### src/rtl/bp_table_scheduler_if.sv
// Lookup, feedback and PHT-RAM signals of bp_table_scheduler.
// slave = the scheduler; master = branch_controller plus the PHT RAM.
interface bp_table_scheduler_if #(
    parameter int ADDR_WIDTH    = 26,
    parameter int INDEX_WIDTH   = 10,
    parameter int COUNTER_WIDTH = 2
);
    // Valid/ready: a lookup or feedback transfer happens in exactly the cycles
    // where valid and ready are both high; ready never waits on a later valid.
    logic                     i_lu_valid;
    logic [ADDR_WIDTH-1:0]    i_lu_pc;
    logic                     o_lu_ready;
    logic                     o_lu_valid;
    logic                     o_lu_prediction;
    logic                     i_fb_valid;
    logic [ADDR_WIDTH-1:0]    i_fb_pc;
    logic                     i_fb_outcome;
    logic                     o_fb_ready;
    logic                     o_tbl_en;
    logic                     o_tbl_we;
    logic [INDEX_WIDTH-1:0]   o_tbl_addr;
    logic [COUNTER_WIDTH-1:0] o_tbl_wdata;
    logic [COUNTER_WIDTH-1:0] i_tbl_rdata;

    modport slave (
        input  i_lu_valid, i_lu_pc, i_fb_valid, i_fb_pc, i_fb_outcome, i_tbl_rdata,
        output o_lu_ready, o_lu_valid, o_lu_prediction, o_fb_ready,
               o_tbl_en, o_tbl_we, o_tbl_addr, o_tbl_wdata
    );

    modport master (
        output i_lu_valid, i_lu_pc, i_fb_valid, i_fb_pc, i_fb_outcome, i_tbl_rdata,
        input  o_lu_ready, o_lu_valid, o_lu_prediction, o_fb_ready,
               o_tbl_en, o_tbl_we, o_tbl_addr, o_tbl_wdata
    );
endinterface

### src/rtl/bp_table_scheduler.sv
// PHT port scheduler: init walk, lookup/feedback arbitration, RMW counter updates.
// Define BP_SCHED_PERF_EN to add saturating stall/drop performance counters.
module bp_table_scheduler #(
    parameter int INDEX_WIDTH   = 10,
    parameter int ADDR_WIDTH    = 26,
    parameter int FIFO_DEPTH    = 4,
    parameter int COUNTER_WIDTH = 2,
    parameter int INIT_VALUE    = 1
) (
    input  logic       clk,
    input  logic       rst,
    bp_table_scheduler_if.slave bus,
    output logic       o_busy,
    output logic [1:0] o_dbg_state
`ifdef BP_SCHED_PERF_EN
    ,
    output logic [31:0] o_perf_lu_stalls,
    output logic [31:0] o_perf_fb_drops
`endif
);
    localparam int PTR_W = $clog2(FIFO_DEPTH);
    localparam logic [COUNTER_WIDTH-1:0] CNT_MAX  = '1;
    localparam logic [COUNTER_WIDTH-1:0] INIT_VAL = COUNTER_WIDTH'(INIT_VALUE);
    localparam logic [PTR_W:0]           FULL_CNT = (PTR_W+1)'(FIFO_DEPTH);

    typedef enum logic [1:0] {ST_INIT = 2'd0, ST_IDLE = 2'd1, ST_UPD_WR = 2'd2} state_t;

    state_t                   state_q, state_d;
    logic [INDEX_WIDTH-1:0]   init_ptr_q;
    logic [INDEX_WIDTH-1:0]   fifo_idx [FIFO_DEPTH];
    logic                     fifo_out [FIFO_DEPTH];
    logic [PTR_W-1:0]         wr_ptr_q, rd_ptr_q;
    logic [PTR_W:0]           count_q;
    logic                     lu_valid_q;
    logic                     fifo_full, fifo_empty, push, pop, lu_fire;
    logic [INDEX_WIDTH-1:0]   lu_idx, fb_idx, head_idx;
    logic                     head_out;
    logic [COUNTER_WIDTH-1:0] sat_val;
    logic                     unused_pc_bits;

    assign lu_idx         = bus.i_lu_pc[INDEX_WIDTH+1:2];
    assign fb_idx         = bus.i_fb_pc[INDEX_WIDTH+1:2];
    assign unused_pc_bits = ^{bus.i_lu_pc, bus.i_fb_pc};
    assign head_idx       = fifo_idx[rd_ptr_q];
    assign head_out       = fifo_out[rd_ptr_q];
    assign fifo_full      = (count_q == FULL_CNT);
    assign fifo_empty     = (count_q == '0);

    // Reset is folded into the outputs so the RAM never sees a strobe while rst is high.
    assign o_busy          = (state_q == ST_INIT) | rst;
    assign bus.o_fb_ready  = ~fifo_full & ~o_busy;
    assign push            = bus.i_fb_valid & bus.o_fb_ready;
    assign bus.o_lu_valid  = lu_valid_q & ~rst;
    assign bus.o_lu_prediction = bus.o_lu_valid & bus.i_tbl_rdata[COUNTER_WIDTH-1];
    assign o_dbg_state     = state_q;

    always_comb begin
        sat_val = bus.i_tbl_rdata;
        if (head_out) begin
            if (bus.i_tbl_rdata != CNT_MAX) sat_val = bus.i_tbl_rdata + COUNTER_WIDTH'(1);
        end else begin
            if (bus.i_tbl_rdata != '0) sat_val = bus.i_tbl_rdata - COUNTER_WIDTH'(1);
        end
    end

    always_comb begin
        state_d         = state_q;
        bus.o_tbl_en    = 1'b0;
        bus.o_tbl_we    = 1'b0;
        bus.o_tbl_addr  = '0;
        bus.o_tbl_wdata = '0;
        bus.o_lu_ready  = 1'b0;
        lu_fire         = 1'b0;
        pop             = 1'b0;
        if (!rst) begin
            case (state_q)
                ST_INIT: begin
                    bus.o_tbl_en    = 1'b1;
                    bus.o_tbl_we    = 1'b1;
                    bus.o_tbl_addr  = init_ptr_q;
                    bus.o_tbl_wdata = INIT_VAL;
                    if (init_ptr_q == '1) state_d = ST_IDLE;
                end
                ST_IDLE: begin
                    // A full FIFO forces an update; otherwise lookups always win.
                    if (fifo_full || (!fifo_empty && !bus.i_lu_valid)) begin
                        bus.o_tbl_en   = 1'b1;
                        bus.o_tbl_addr = head_idx;
                        state_d        = ST_UPD_WR;
                    end else begin
                        bus.o_lu_ready = 1'b1;
                        if (bus.i_lu_valid) begin
                            lu_fire        = 1'b1;
                            bus.o_tbl_en   = 1'b1;
                            bus.o_tbl_addr = lu_idx;
                        end
                    end
                end
                ST_UPD_WR: begin
                    bus.o_tbl_en    = 1'b1;
                    bus.o_tbl_we    = 1'b1;
                    bus.o_tbl_addr  = head_idx;
                    bus.o_tbl_wdata = sat_val;
                    pop             = 1'b1;
                    state_d         = ST_IDLE;
                end
                default: state_d = ST_INIT;
            endcase
        end
    end

    always_ff @(posedge clk) begin
        if (rst) begin
            state_q    <= ST_INIT;
            init_ptr_q <= '0;
            wr_ptr_q   <= '0;
            rd_ptr_q   <= '0;
            count_q    <= '0;
            lu_valid_q <= 1'b0;
        end else begin
            state_q    <= state_d;
            lu_valid_q <= lu_fire;
            if (state_q == ST_INIT) init_ptr_q <= init_ptr_q + INDEX_WIDTH'(1);
            if (push) wr_ptr_q <= wr_ptr_q + PTR_W'(1);
            if (pop)  rd_ptr_q <= rd_ptr_q + PTR_W'(1);
            case ({push, pop})
                2'b10:   count_q <= count_q + (PTR_W+1)'(1);
                2'b01:   count_q <= count_q - (PTR_W+1)'(1);
                default: count_q <= count_q;
            endcase
        end
    end

    always_ff @(posedge clk) begin
        if (push) begin
            fifo_idx[wr_ptr_q] <= fb_idx;
            fifo_out[wr_ptr_q] <= bus.i_fb_outcome;
        end
    end

`ifdef BP_SCHED_PERF_EN
    always_ff @(posedge clk) begin
        if (rst) begin
            o_perf_lu_stalls <= '0;
            o_perf_fb_drops  <= '0;
        end else begin
            if (bus.i_lu_valid && !bus.o_lu_ready && !o_busy && o_perf_lu_stalls != '1)
                o_perf_lu_stalls <= o_perf_lu_stalls + 32'd1;
            if (bus.i_fb_valid && !bus.o_fb_ready && !o_busy && o_perf_fb_drops != '1)
                o_perf_fb_drops <= o_perf_fb_drops + 32'd1;
        end
    end
`endif
endmodule

### src/flat_wrapper.sv
// flat-port wrapper written by rule: the top's interface ports become plain ports
module bp_table_scheduler_flat 
#(
    parameter int INDEX_WIDTH   = 10,
    parameter int ADDR_WIDTH    = 26,
    parameter int FIFO_DEPTH    = 4,
    parameter int COUNTER_WIDTH = 2,
    parameter int INIT_VALUE    = 1
)
  (clk, rst, o_busy, o_dbg_state, bus_i_lu_valid, bus_i_lu_pc, bus_i_fb_valid, bus_i_fb_pc, bus_i_fb_outcome, bus_i_tbl_rdata, bus_o_lu_ready, bus_o_lu_valid, bus_o_lu_prediction, bus_o_fb_ready, bus_o_tbl_en, bus_o_tbl_we, bus_o_tbl_addr, bus_o_tbl_wdata);
  bp_table_scheduler_if #(.ADDR_WIDTH(ADDR_WIDTH), .INDEX_WIDTH(INDEX_WIDTH), .COUNTER_WIDTH(COUNTER_WIDTH)) bus_i ();
  input  logic clk;
  input  logic rst;
  output logic o_busy;
  output logic [1:0] o_dbg_state;
  input wire logic [$bits(bus_i.i_lu_valid)-1:0] bus_i_lu_valid;
  input wire logic [$bits(bus_i.i_lu_pc)-1:0] bus_i_lu_pc;
  input wire logic [$bits(bus_i.i_fb_valid)-1:0] bus_i_fb_valid;
  input wire logic [$bits(bus_i.i_fb_pc)-1:0] bus_i_fb_pc;
  input wire logic [$bits(bus_i.i_fb_outcome)-1:0] bus_i_fb_outcome;
  input wire logic [$bits(bus_i.i_tbl_rdata)-1:0] bus_i_tbl_rdata;
  output wire logic [$bits(bus_i.o_lu_ready)-1:0] bus_o_lu_ready;
  output wire logic [$bits(bus_i.o_lu_valid)-1:0] bus_o_lu_valid;
  output wire logic [$bits(bus_i.o_lu_prediction)-1:0] bus_o_lu_prediction;
  output wire logic [$bits(bus_i.o_fb_ready)-1:0] bus_o_fb_ready;
  output wire logic [$bits(bus_i.o_tbl_en)-1:0] bus_o_tbl_en;
  output wire logic [$bits(bus_i.o_tbl_we)-1:0] bus_o_tbl_we;
  output wire logic [$bits(bus_i.o_tbl_addr)-1:0] bus_o_tbl_addr;
  output wire logic [$bits(bus_i.o_tbl_wdata)-1:0] bus_o_tbl_wdata;
  assign bus_i.i_lu_valid = bus_i_lu_valid;
  assign bus_i.i_lu_pc = bus_i_lu_pc;
  assign bus_i.i_fb_valid = bus_i_fb_valid;
  assign bus_i.i_fb_pc = bus_i_fb_pc;
  assign bus_i.i_fb_outcome = bus_i_fb_outcome;
  assign bus_i.i_tbl_rdata = bus_i_tbl_rdata;
  assign bus_o_lu_ready = bus_i.o_lu_ready;
  assign bus_o_lu_valid = bus_i.o_lu_valid;
  assign bus_o_lu_prediction = bus_i.o_lu_prediction;
  assign bus_o_fb_ready = bus_i.o_fb_ready;
  assign bus_o_tbl_en = bus_i.o_tbl_en;
  assign bus_o_tbl_we = bus_i.o_tbl_we;
  assign bus_o_tbl_addr = bus_i.o_tbl_addr;
  assign bus_o_tbl_wdata = bus_i.o_tbl_wdata;
  bp_table_scheduler #(.INDEX_WIDTH(INDEX_WIDTH), .ADDR_WIDTH(ADDR_WIDTH), .FIFO_DEPTH(FIFO_DEPTH), .COUNTER_WIDTH(COUNTER_WIDTH), .INIT_VALUE(INIT_VALUE)) u_core (.clk(clk), .rst(rst), .bus(bus_i), .o_busy(o_busy), .o_dbg_state(o_dbg_state));
endmodule
### config.mk
export PLATFORM = sky130hd
export DESIGN_NAME = bp_table_scheduler_flat
export DESIGN_NICKNAME = d
export VERILOG_FILES = /design/src/rtl/bp_table_scheduler_if.sv /design/src/rtl/bp_table_scheduler.sv /design/src/flat_wrapper.sv
export SDC_FILE = /design/constraint.sdc
export NUM_CORES = 1
export LEC_CHECK = 0
export ABC_CLOCK_PERIOD_IN_PS = 6210
export BUFFER_PORTS_ARGS = -buffer_cell sky130_fd_sc_hd__buf_2
export CELL_PAD_IN_SITES_DETAIL_PLACEMENT = 1
export CELL_PAD_IN_SITES_GLOBAL_PLACEMENT = 1
export CORE_ASPECT_RATIO = 1.75
export CORE_MARGIN = 2
export CORE_UTILIZATION = 45
export DETAILED_ROUTE_END_ITERATION = 10
export HOLD_SLACK_MARGIN = 0.12
export MAX_ROUTING_LAYER = met4
export PLACE_DENSITY = 0.92
export SETUP_SLACK_MARGIN = 0.2
export SYNTH_ARGS = -nofsm -noshare
export SYNTH_HDL_FRONTEND = slang
export SYNTH_SLANG_ARGS = --single-unit
### constraint.sdc
create_clock -name clk -period 6.21 [get_ports clk]
set_input_delay 0.621 -clock clk [delete_from_list [all_inputs] [get_ports clk]]
set_output_delay 0.621 -clock clk [all_outputs]
set_load 0.03 [all_outputs]
==> impl_results.md <==
* Postcts setup bufs at 0
* Clk slew on worst S/H paths at 60 ps
* Maximum VDD drop at 0.2580 mV
* Sink Count at 66
* RSZ-0062 raised after global routing: no
* Max cap viols at 0
* Cell mode on critical path: nor2_1
* Min-Delay Endpoint: u_core.fifo_idx[0][8]$_DFFE_PP_
* Final Hold Viols at 0
* # DRC at 0
* Global placement routability congestion at 0.8241
* H-tree depth at 3
* Vias at 1,925
* Die area at 0.007248 mm^2
* Most frequent cells in the layout: 47 x buf_2, 44 x edfxtp_1, 29 x nor2_1
* IO Pins at 80
* Outcome: complete, no violations
* Top sig layer: met4
* Clk_skew at 6.071 ps
* Critical path type: flop to output port
* Row Count at 39
* Total grt overflow at 0
* Root Buffer Master: clkbuf_16
* Port Buf Inserts at 47
* Largest net degree at the start of global routing at 29
* Post-layout net count at 326
* Worst slack, placed at 3264 ps
* Drt initial violations at 197
* Worst path max stage delay at 980 ps
* Die Span Y at 111.1 um
* Pwr/cell area at 275.9 mW/mm^2
* Initial core utilization at 45.82%
* Post-route setup slack at 3140 ps
* Post-synth EDFFs at 44
* GRT Overall Usage at 21.03%
* Routed met3 length at 249 um
* Period utilization at 49.44%
* Slew Limit Fails at 0
* Share of cells above drive strength 1 at 26.42%
* Final Power at 967.7 uW
* Syn Inst Count at 211
* Post-DRT Antenna Nets at 0
* Worst Setup Start Kind: flop
* Average cell area after synthesis at 13.99 um^2
* Cells along the critical path: nor2_1 > a222oi_1 > nor2_1 > buf_2
* Slew margin rel. at 18.13%
* Net Count, Synth at 277
* CP required at 5590 ps
* Async SR Flop Fraction at 0%
* Worst r2r dst: u_core.count_q[2]$_SDFFE_PP0P_
* Layout area overhead at 18.82%
* Top FF cell, synth: edfxtp_1
* Fin crit period at 3070 ps
* Critical path's slowest cell: nor2_1
* FF-to-FF Start: u_core.o_dbg_state[0]$_SDFFE_PP0P_
* DR vias/cell at 5.548
* Core area at 0.006441 mm^2
* Metal2 WL at 3.639 mm
* WL per Instance at 19.13 um
* Clock Latency Late Sink at 330 ps
* Antenna violations before repair at 0
* First-pass GRT wire length at 10.75 mm
* CTS Buffer Depth at 2
* Leak at 0.001305 uW
* Hold crit path type: input pin to flop
* CTS Buf Count at 9
* CP arrival at 2450 ps
* Yosys warns at 0
* R2R Setup Slk at 3260 ps
* Post-synth cell types at 41
* DRT Wirelength at 6.638 mm
* Final setup viols at 0
* Hold Startpoint: bus_i_fb_pc[10]
* Cts hold-fix bufs at 0
* Most common cell after layout, fill and taps aside: buf_2
* Synthesized cell area at 0.002952 mm^2
* Number of global-route vias before repair at 2,136
* Max Fclk at 325.7 MHz
* Drt first pass iters at 5
* Synth Register Bits at 66
* Register area share after synthesis at 59.69%
* DP HPWL at 4.724 mm
* Die Wd at 65.22 um
* Least-Margin Pin Slew at 1223 ps
* Post-CTS Resized at 0
* Worst Path Max Fanout at 15
* Worst hold path depth at 1
* Wl on met1 at 2.552 mm
* Worst R2R Path Depth at 8
* Setup TNS after final layout at 0 ps
* Crit. End Element: output port
* CTS tree: done
* Antenna Cells at 0
* Final Hold Slack at 506.4 ps
[cell families (layout without fill, tap and decap cells)]
family | count (synthesis) | count (layout) | synth area share, %
AO/OA/AOI/OAI | 25 | 25 | 6.740
XOR/XNOR | 13 | 13 | 3.858
adder cells (fa/ha/maj) | 7 | 7 | 3.222
buffers and inverters | 14 | 68 | 2.713
flip-flops | 66 | 66 | 59.69
multiplexers | 13 | 13 | 10.47
AND/OR/NAND/NOR | 73 | 73 | 13.31
[power breakdown]
| group | total (uW) | switching [uW] | internal [uW] | leakage, uW |
|---|---|---|---|---|
| Combinational | 32.0 | 19.7 | 12.3 | 0.000604 |
| Sequential | 472 | 2.65 | 470 | 0.000573 |
| Clock | 463 | 191 | 272 | 0.000128 |
[layout make-up]
class,instances,area (um^2)
Sequential cell,66,1762
Clock buffer,9,225.2
Multi-Input combinational cell,131,1110
Tap cell,82,102.6
Inverter,5,18.77
Timing Repair Buffer,47,235.2
Fill cell,678,2934
Clock inverter,7,53.80
[per-layer routing]
layer	GRT usage [%]	up-vias
met4	11.39	0
met1	22.31	952
li1	-	909
met5	-	-
met3	4.873	14
met2	35.31	50
[registers in the layout, indices dropped and copies added, names as in the netlist, named ones only]
register	count
u_core.lu_valid_q	1
u_core.init_ptr_q	10
u_core.o_dbg_state	2
u_core.rd_ptr_q	2
u_core.count_q	3
u_core.wr_ptr_q	2
u_core.fifo_idx	40
u_core.fifo_out	4
[critical path: cells and delay by family (launching register included)]
family / cells / cell delay [ps]
DFF: 1 / 430
and+or+nand+nor: 2 / 1170
buffers and inverters: 1 / 220
AOI/OAI and AO/OA: 1 / 290
[synth_stat cells, drive strengths merged (3+ instances only)]
library cell,instances,area (um^2)
edfxtp,44,1321
nor2,29,108.9
dfxtp,22,440.4
mux4,11,289.0
a222oi,9,90.09
nand2,8,30.03
xor2,7,61.31
buf,6,50.04
ha,6,75.07
nor3,6,35.03
xnor2,6,52.55
a21oi,5,25.02
and2,5,31.28
inv,5,18.77
o21ai,5,25.02
nand4,4,25.02
clkbuf,3,11.26
nor2b,3,18.77
nor3b,3,27.52
or3,3,18.77
[worst max path at each step]
stage,from,end
floorplan,u_core.o_dbg_state[0]$_SDFFE_PP0P_,u_core.count_q[2]$_SDFFE_PP0P_
global placement,rst,u_core.count_q[2]$_SDFFE_PP0P_
detailed placement,rst,u_core.count_q[2]$_SDFFE_PP0P_
CTS,u_core.o_dbg_state[0]$_SDFFE_PP0P_,bus_o_tbl_addr[9]
global route,u_core.o_dbg_state[0]$_SDFFE_PP0P_,u_core.count_q[2]$_SDFFE_PP0P_
finish,u_core.o_dbg_state[0]$_SDFFE_PP0P_,bus_o_tbl_addr[9]
[through the flow]
stage               area, um^2  util, %  cells
CTS                       3507    54.45    347
finish                    3507    54.45    347
detailed placement        3228    50.12    331
global route              3507    54.45    347
global placement          3228    50.12    331
floorplan                 2952        -    211
(Power assumes the default switching activity.)
